<file path="src/rtl/ctrl_pkg.sv">
// ctrl_pkg: shared states, opcode/funct3 encodings and ALU op codes for the multicycle sequencer.
package ctrl_pkg;
   typedef enum logic [2:0] {S_FETCH, S_DECODE, S_EXEC, S_MEM, S_WB, S_TRAP} state_e;
   localparam logic [6:0] OPC_OP     = 7'b0110011;
   localparam logic [6:0] OPC_OPIMM  = 7'b0010011;
   localparam logic [6:0] OPC_LOAD   = 7'b0000011;
   localparam logic [6:0] OPC_STORE  = 7'b0100011;
   localparam logic [6:0] OPC_BRANCH = 7'b1100011;
   localparam logic [2:0] F3_ADD = 3'b000;
   localparam logic [2:0] F3_AND = 3'b111;
   localparam logic [2:0] F3_OR  = 3'b110;
   localparam logic [2:0] F3_LW  = 3'b010;
   localparam logic [2:0] F3_BEQ = 3'b000;
   localparam logic [2:0] F3_BNE = 3'b001;
   localparam logic [2:0] ALU_ADD = 3'b000;
   localparam logic [2:0] ALU_SUB = 3'b001;
   localparam logic [2:0] ALU_AND = 3'b010;
   localparam logic [2:0] ALU_OR  = 3'b011;
endpackage

</file>
<file path="src/rtl/imm_gen.sv">
// imm_gen: sign-extended immediate from the instruction fields; S for stores, B for branches, I otherwise.
// The word is split so only bits that feed an immediate or the format select enter the block.
module imm_gen
   import ctrl_pkg::*;
#(
   parameter int DATA_WIDTH = 32
) (
   input  logic [11:0]           hi_i,
   input  logic [11:0]           lo_i,
   output logic [DATA_WIDTH-1:0] imm_o
);
   logic [6:0] opc;
   assign opc = lo_i[6:0];
   always_comb
      imm_o = (opc == OPC_STORE)  ? {{(DATA_WIDTH-12){hi_i[11]}}, hi_i[11:5], lo_i[11:7]} :
              (opc == OPC_BRANCH) ? {{(DATA_WIDTH-13){hi_i[11]}}, hi_i[11], lo_i[7], hi_i[10:5], lo_i[11:8], 1'b0} :
                                    {{(DATA_WIDTH-12){hi_i[11]}}, hi_i};
endmodule

</file>
<file path="src/rtl/multicycle_ctrl.sv">
// multicycle_ctrl: FETCH/DECODE/EXEC/MEM/WB sequencer for the reduced RV32 datapath.
// Owns the PC, decodes the latched instruction and halts in TRAP on anything illegal.
module multicycle_ctrl
   import ctrl_pkg::*;
#(
   parameter int                    DATA_WIDTH    = 32,
   parameter int                    ADDRESS_WIDTH = 5,
   parameter int                    ALUctrl_WIDTH = 3,
   parameter logic [DATA_WIDTH-1:0] PC_RESET      = '0
) (
   input  logic                     clk,
   input  logic                     rst,
   output logic                     instr_req,
   input  logic                     instr_valid,
   input  logic [DATA_WIDTH-1:0]    instr,
   output logic [DATA_WIDTH-1:0]    pc,
   input  logic                     Zero,
   output logic [DATA_WIDTH-1:0]    ImmOp,
   output logic                     RegWrite,
   output logic [ALUctrl_WIDTH-1:0] ALUctrl,
   output logic                     ALUsrc,
   output logic [ADDRESS_WIDTH-1:0] rs1,
   output logic [ADDRESS_WIDTH-1:0] rs2,
   output logic [ADDRESS_WIDTH-1:0] rd,
   output logic                     MemWrite,
   output logic                     ResultSrc,
   output logic                     retire,
   output logic                     trap
);
   state_e                state_q, state_d;
   logic [DATA_WIDTH-1:0] pc_q, pc_d, instr_q, instr_d;
   logic [6:0]            opc;
   logic [2:0]            f3;
   logic                  is_op, is_imm, is_ld, is_st, is_br, legal, taken;
   assign opc = instr_q[6:0];
   assign f3  = instr_q[14:12];
   imm_gen #(.DATA_WIDTH(DATA_WIDTH)) u_imm (
      .hi_i (instr_q[31:20]),
      .lo_i (instr_q[11:0]),
      .imm_o(ImmOp)
   );
   always_comb begin
      is_op  = (opc == OPC_OP) && (f3 == F3_ADD || f3 == F3_AND || f3 == F3_OR);
      is_imm = (opc == OPC_OPIMM) && (f3 == F3_ADD);
      is_ld  = (opc == OPC_LOAD) && (f3 == F3_LW);
      is_st  = (opc == OPC_STORE) && (f3 == F3_LW);
      is_br  = (opc == OPC_BRANCH) && (f3 == F3_BEQ || f3 == F3_BNE);
      legal  = is_op | is_imm | is_ld | is_st | is_br;
      taken  = f3[0] ? ~Zero : Zero;
   end
   // Decoded controls depend only on the latched word, so they stay put from DECODE through WB.
   assign ALUctrl   = is_br ? ALU_SUB : !is_op ? ALU_ADD : (f3 == F3_AND) ? ALU_AND :
                      (f3 == F3_OR) ? ALU_OR : instr_q[30] ? ALU_SUB : ALU_ADD;
   assign ALUsrc    = is_imm | is_ld | is_st;
   assign ResultSrc = is_ld;
   assign rs1       = instr_q[19:15];
   assign rs2       = instr_q[24:20];
   assign rd        = instr_q[11:7];
   assign pc        = pc_q;
   assign instr_req = (state_q == S_FETCH);
   assign trap      = (state_q == S_TRAP);
   always_comb begin
      state_d  = state_q;
      pc_d     = pc_q;
      instr_d  = instr_q;
      RegWrite = 1'b0;
      MemWrite = 1'b0;
      retire   = 1'b0;
      case (state_q)
         S_FETCH: if (instr_valid) begin
            instr_d = instr;
            state_d = S_DECODE;
         end
         S_DECODE: state_d = legal ? S_EXEC : S_TRAP;
         S_EXEC: if (is_br) begin
            pc_d    = pc_q + (taken ? ImmOp : DATA_WIDTH'(4));
            retire  = 1'b1;
            state_d = S_FETCH;
         end else begin
            state_d = (is_ld | is_st) ? S_MEM : S_WB;
         end
         S_MEM: if (is_st) begin
            MemWrite = 1'b1;
            pc_d     = pc_q + DATA_WIDTH'(4);
            retire   = 1'b1;
            state_d  = S_FETCH;
         end else begin
            state_d = S_WB;
         end
         S_WB: begin
            RegWrite = (rd != '0);
            pc_d     = pc_q + DATA_WIDTH'(4);
            retire   = 1'b1;
            state_d  = S_FETCH;
         end
         default: state_d = S_TRAP;
      endcase
   end
   always_ff @(posedge clk or posedge rst)
      if (rst) begin
         state_q <= S_FETCH;
         pc_q    <= PC_RESET;
         instr_q <= '0;
      end else begin
         state_q <= state_d;
         pc_q    <= pc_d;
         instr_q <= instr_d;
      end
endmodule

</file>
<file path="config.mk">
export PLATFORM = sky130hd
export DESIGN_NAME = multicycle_ctrl
export DESIGN_NICKNAME = d
export VERILOG_FILES = /design/src/rtl/ctrl_pkg.sv /design/src/rtl/imm_gen.sv /design/src/rtl/multicycle_ctrl.sv
export SDC_FILE = /design/constraint.sdc
export NUM_CORES = 1
export LEC_CHECK = 0
export ABC_CLOCK_PERIOD_IN_PS = 8310
export CORE_MARGIN = 2
export CORE_UTILIZATION = 46
export CTS_CLUSTER_DIAMETER = 200
export DETAILED_ROUTE_END_ITERATION = 8
export PLACE_DENSITY = 0.73
export SETUP_SLACK_MARGIN = 0.5
export SLEW_MARGIN = 20
export SYNTH_ARGS = -nofsm -noshare
export SYNTH_HDL_FRONTEND = slang
export SYNTH_HIERARCHICAL = 1
export SYNTH_SLANG_ARGS = --single-unit
</file>
<file path="constraint.sdc">
create_clock -name clk -period 8.31 [get_ports clk]
set_input_delay 2.0775 -clock clk [delete_from_list [all_inputs] [get_ports clk]]
set_output_delay 2.0775 -clock clk [all_outputs]
set_load 0.01 [all_outputs]
</file>
==> metrics.md <==
| Metric | Value |
|---|---|
| Outcome | `finished, violations left` |
| Failing checks | `DRC` |
| Max Freq | `191 MHz` |
| Reg clk slew, reported paths | `0.06 ns` |
| Clock skew | `0.00509 ns` |
| Hold-fix buffers at CTS | `0` |
| Area growth from synthesis to layout | `22.9%` |
| Htree depth | `3` |
| Number of diodes | `0` |
| Core Footprint | `12600 µm²` |
| Max-cap violations | `0` |
| Largest fanout on the critical path | `33` |
| Share of the synthesized area in the top cell type | `28.2%` |
| CP startpoint kind | `input port` |
| Grt ovf | `0` |
| Main synth FF type | `dfrtp_1` |
| Clk_lat worst skew | `0.34 ns` |
| Routed len/inst | `17.5 µm` |
| Nets | `839` |
| Async set or reset register ratio after synthesis | `100%` |
| Vias in the first global route | `5416` |
| Unique masters post-synth | `78` |
| Crit share post-route | `62.9%` |
| First-pass GRT wire length | `27.1 mm` |
| Iteration-0 DRC Markers | `390` |
| Seq cells post-synth | `67` |
| Final number of hold-violating endpoints | `0` |
| HPWL Detailed | `11.8 mm` |
| Largest net degree at the start of global routing | `43` |
| Worst-margin pin slew | `1.01 ns` |
| Final Setup Violations | `0` |
| Leak | `3.01 nW` |
| Util after Layout | `58.0%` |
| Fillers | `1123` |
| Post-Synthesis Cells | `705` |
| Die height | `118 µm` |
| Root Driver | `clkbuf_16` |
| Largest area contributor in the netlist | `dfrtp_1` |
| Area taken by multi-input logic gates | `3770 µm²` |
| # IOs | `125` |
| DP Area | `7010 µm²` |
| Via-to-Cell Ratio | `5.91` |
| Die Footprint | `13900 µm²` |
| CP Class | `input port to flop` |
| Mapped Area | `5950 µm²` |
| Drc violations | `1` |
| Power Density | `204 nW/µm²` |
| VDD IR max | `0.000116 V` |
| Worst Path Required | `8.52 ns` |
| Antenna violations before repair | `0` |
| GRT Util Overall | `23.7%` |
| EDFF count, synth | `0` |
| CP endpoint kind | `flop` |
| Placement Rows | `41` |
| Setup TNS | `0 ns` |
| Clk sink count | `67` |
| Max clock buf depth | `2` |
| Fin. max-slew vios | `0` |
| Tot Pwr | `1.50 mW` |
| PostCTS Resize Cnt | `0` |
| Post-Synthesis Net Count | `774` |
| Fraction of layout cells with a size suffix above 1 | `11.2%` |
| Period minus WS final | `5.22 ns` |
| Worst rel slew slack | `32.7%` |
| Die Wd | `118 µm` |
| Hold Slack | `0.516 ns` |
| Final instance area | `7320 µm²` |
| Initial DRT Pass Iterations | `9` |
| GPL Wtd Cong | `0.924` |
| DRT Wirelength | `16.5 mm` |
| Seq/Total Area, Yosys | `28.2%` |
| Setup Buffers After CTS | `0` |
| Ranking of synthesized cells by area | `dfrtp_1 (28%), ha_1 (6.7%), a21oi_1 (6.1%)` |
| CTS tree | `done` |
| Worst hold-check path type | `flop to flop` |
| Synth Area per Inst | `8.45 µm²` |
| Unrepaired setup endpoints after global routing | `no` |
| Ys Warns | `6` |
| WP data arrival | `5.44 ns` |
| I/O Buffers | `123` |
| Via count | `5601` |
| Seq. cell area | `1680 µm²` |
| Starting Density | `47.2%` |
| TritonCTS buffer count | `9` |
| Antenna Nets Post-Route | `0` |
-- kinds of logic (layout without fill, tap and decap cells) --
| group | count (synthesis) | in the layout | share of synthesized area (%) |
|---|---|---|---|
| DFF | 67 | 67 | 28.2 |
| adders and majority gates | 33 | 33 | 7.06 |
| AOI/OAI and AO/OA | 201 | 201 | 21.8 |
| xor gates and xnor gates | 22 | 22 | 3.24 |
| and+or+nand+nor | 245 | 245 | 22.5 |
| other | 1 | 1 | 0.0630 |
| muxes | 43 | 43 | 8.34 |
| buffers and inverters | 93 | 163 | 8.83 |
-- worst paths after layout --
kind / slack [ns] / from / end / depth (start not counted)
worst max register to register: 4.58 / instr_q[5]$_DFFE_PP0P_ / pc[29]$_DFFE_PP0P_ / 14
min in group asynchronous: 2.18 / rst / instr_q[17]$_DFFE_PP0P_ / 2
worst min register to register: 0.52 / pc[0]$_DFFE_PP0P_ / pc[0]$_DFFE_PP0P_ / 2
worst min-delay path: 0.52 / pc[0]$_DFFE_PP0P_ / pc[0]$_DFFE_PP0P_ / 2
worst max-delay path: 3.09 / Zero / pc[30]$_DFFE_PP0P_ / 15
max in group asynchronous: 5.17 / rst / pc[13]$_DFFE_PP0P_ / 3
-- power breakdown --
group / leakage, nW / total [mW] / switching, mW / internal [mW]
registers: 0.767 / 0.441 / 0.0755 / 0.366
logic: 2.10 / 0.650 / 0.348 / 0.302
clock network: 0.144 / 0.405 / 0.156 / 0.249
total: 3.01 / 1.50 / 0.579 / 0.916
-- stage by stage --
stage | setup slack, ns | instances
2_1_floorplan | 3.50 | 705
3_3_place_gp | 2.83 | 931
3_5_place_dp | 2.75 | 931
4_1_cts | 3.10 | 947
5_1_grt | 2.85 | 947
6_report | 3.09 | 947
-- registers in the layout (all words and copies together), names as in the netlist --
register,cells
instr_q,32
pc,32
state_q,3
-- synthesized netlist by cell type (all sizes together), types with 17 or more instances --
cell and count:
a21oi 74, dfrtp 67, buf 55, nand2 53
nor2 50, o21ai 43, mux2 38, and2 35
ha 32, clkbuf 21, nand3 20, inv 17
-- worst max-delay path: stages --
cell and delay (ns):
clkdlybuf4s50_1 0.50, xor2_2 0.13, buf_4 0.31, and2_1 0.18, ha_1 0.19, inv_1 0.07
fa_1 0.40, nand2b_1 0.17, a21o_1 0.19, a21oi_2 0.26, a2111oi_4 0.12, nor2_2 0.34
a31oi_1 0.20, o211ai_1 0.21, a22oi_1 0.08
-- per-layer routing --
metal  global-route usage (%)  vias up  share of wire [%]
li1                         -     2664                  -
met1                     30.9     2669                 43
met2                     39.3      245                 46
met3                     5.38       23                8.8
met4                     7.30        0                1.8
met5                        0        -                  0
-- layout make-up --
class / count / area share (%)
sequential: 67 / 22.9
inverter: 17 / 0.872
tap: 172 / 2.94
clock buffer: 11 / 3.45
clock inverter: 5 / 0.838
timing repair buffer: 130 / 17.5
multi-input combinational: 545 / 51.5
-- layout by cell type (no fill, tap or decap), types with 4 or more instances in the layout --
cell	count
dfrtp_1	67
clkdlybuf4s50_1	123
a21oi_1	73
nor3_1	12
or2_2	5
o211ai_1	5
o21ai_0	40
and2_1	33
mux2_2	32
nand4_1	14
inv_1	15
buf_4	7
o21bai_1	5
nor2b_1	8
nand2_1	52
mux2i_1	5
o22ai_1	6
nor2_1	48
xor2_1	11
clkbuf_16	9
mux2_4	5
ha_1	32
o32ai_1	5
and3_1	13
nand2b_1	8
a211oi_1	4
nand3_1	20
a21o_1	14
and4_1	8
a31oi_1	13
xnor2_1	10
Power figures use the tool's default switching activity.
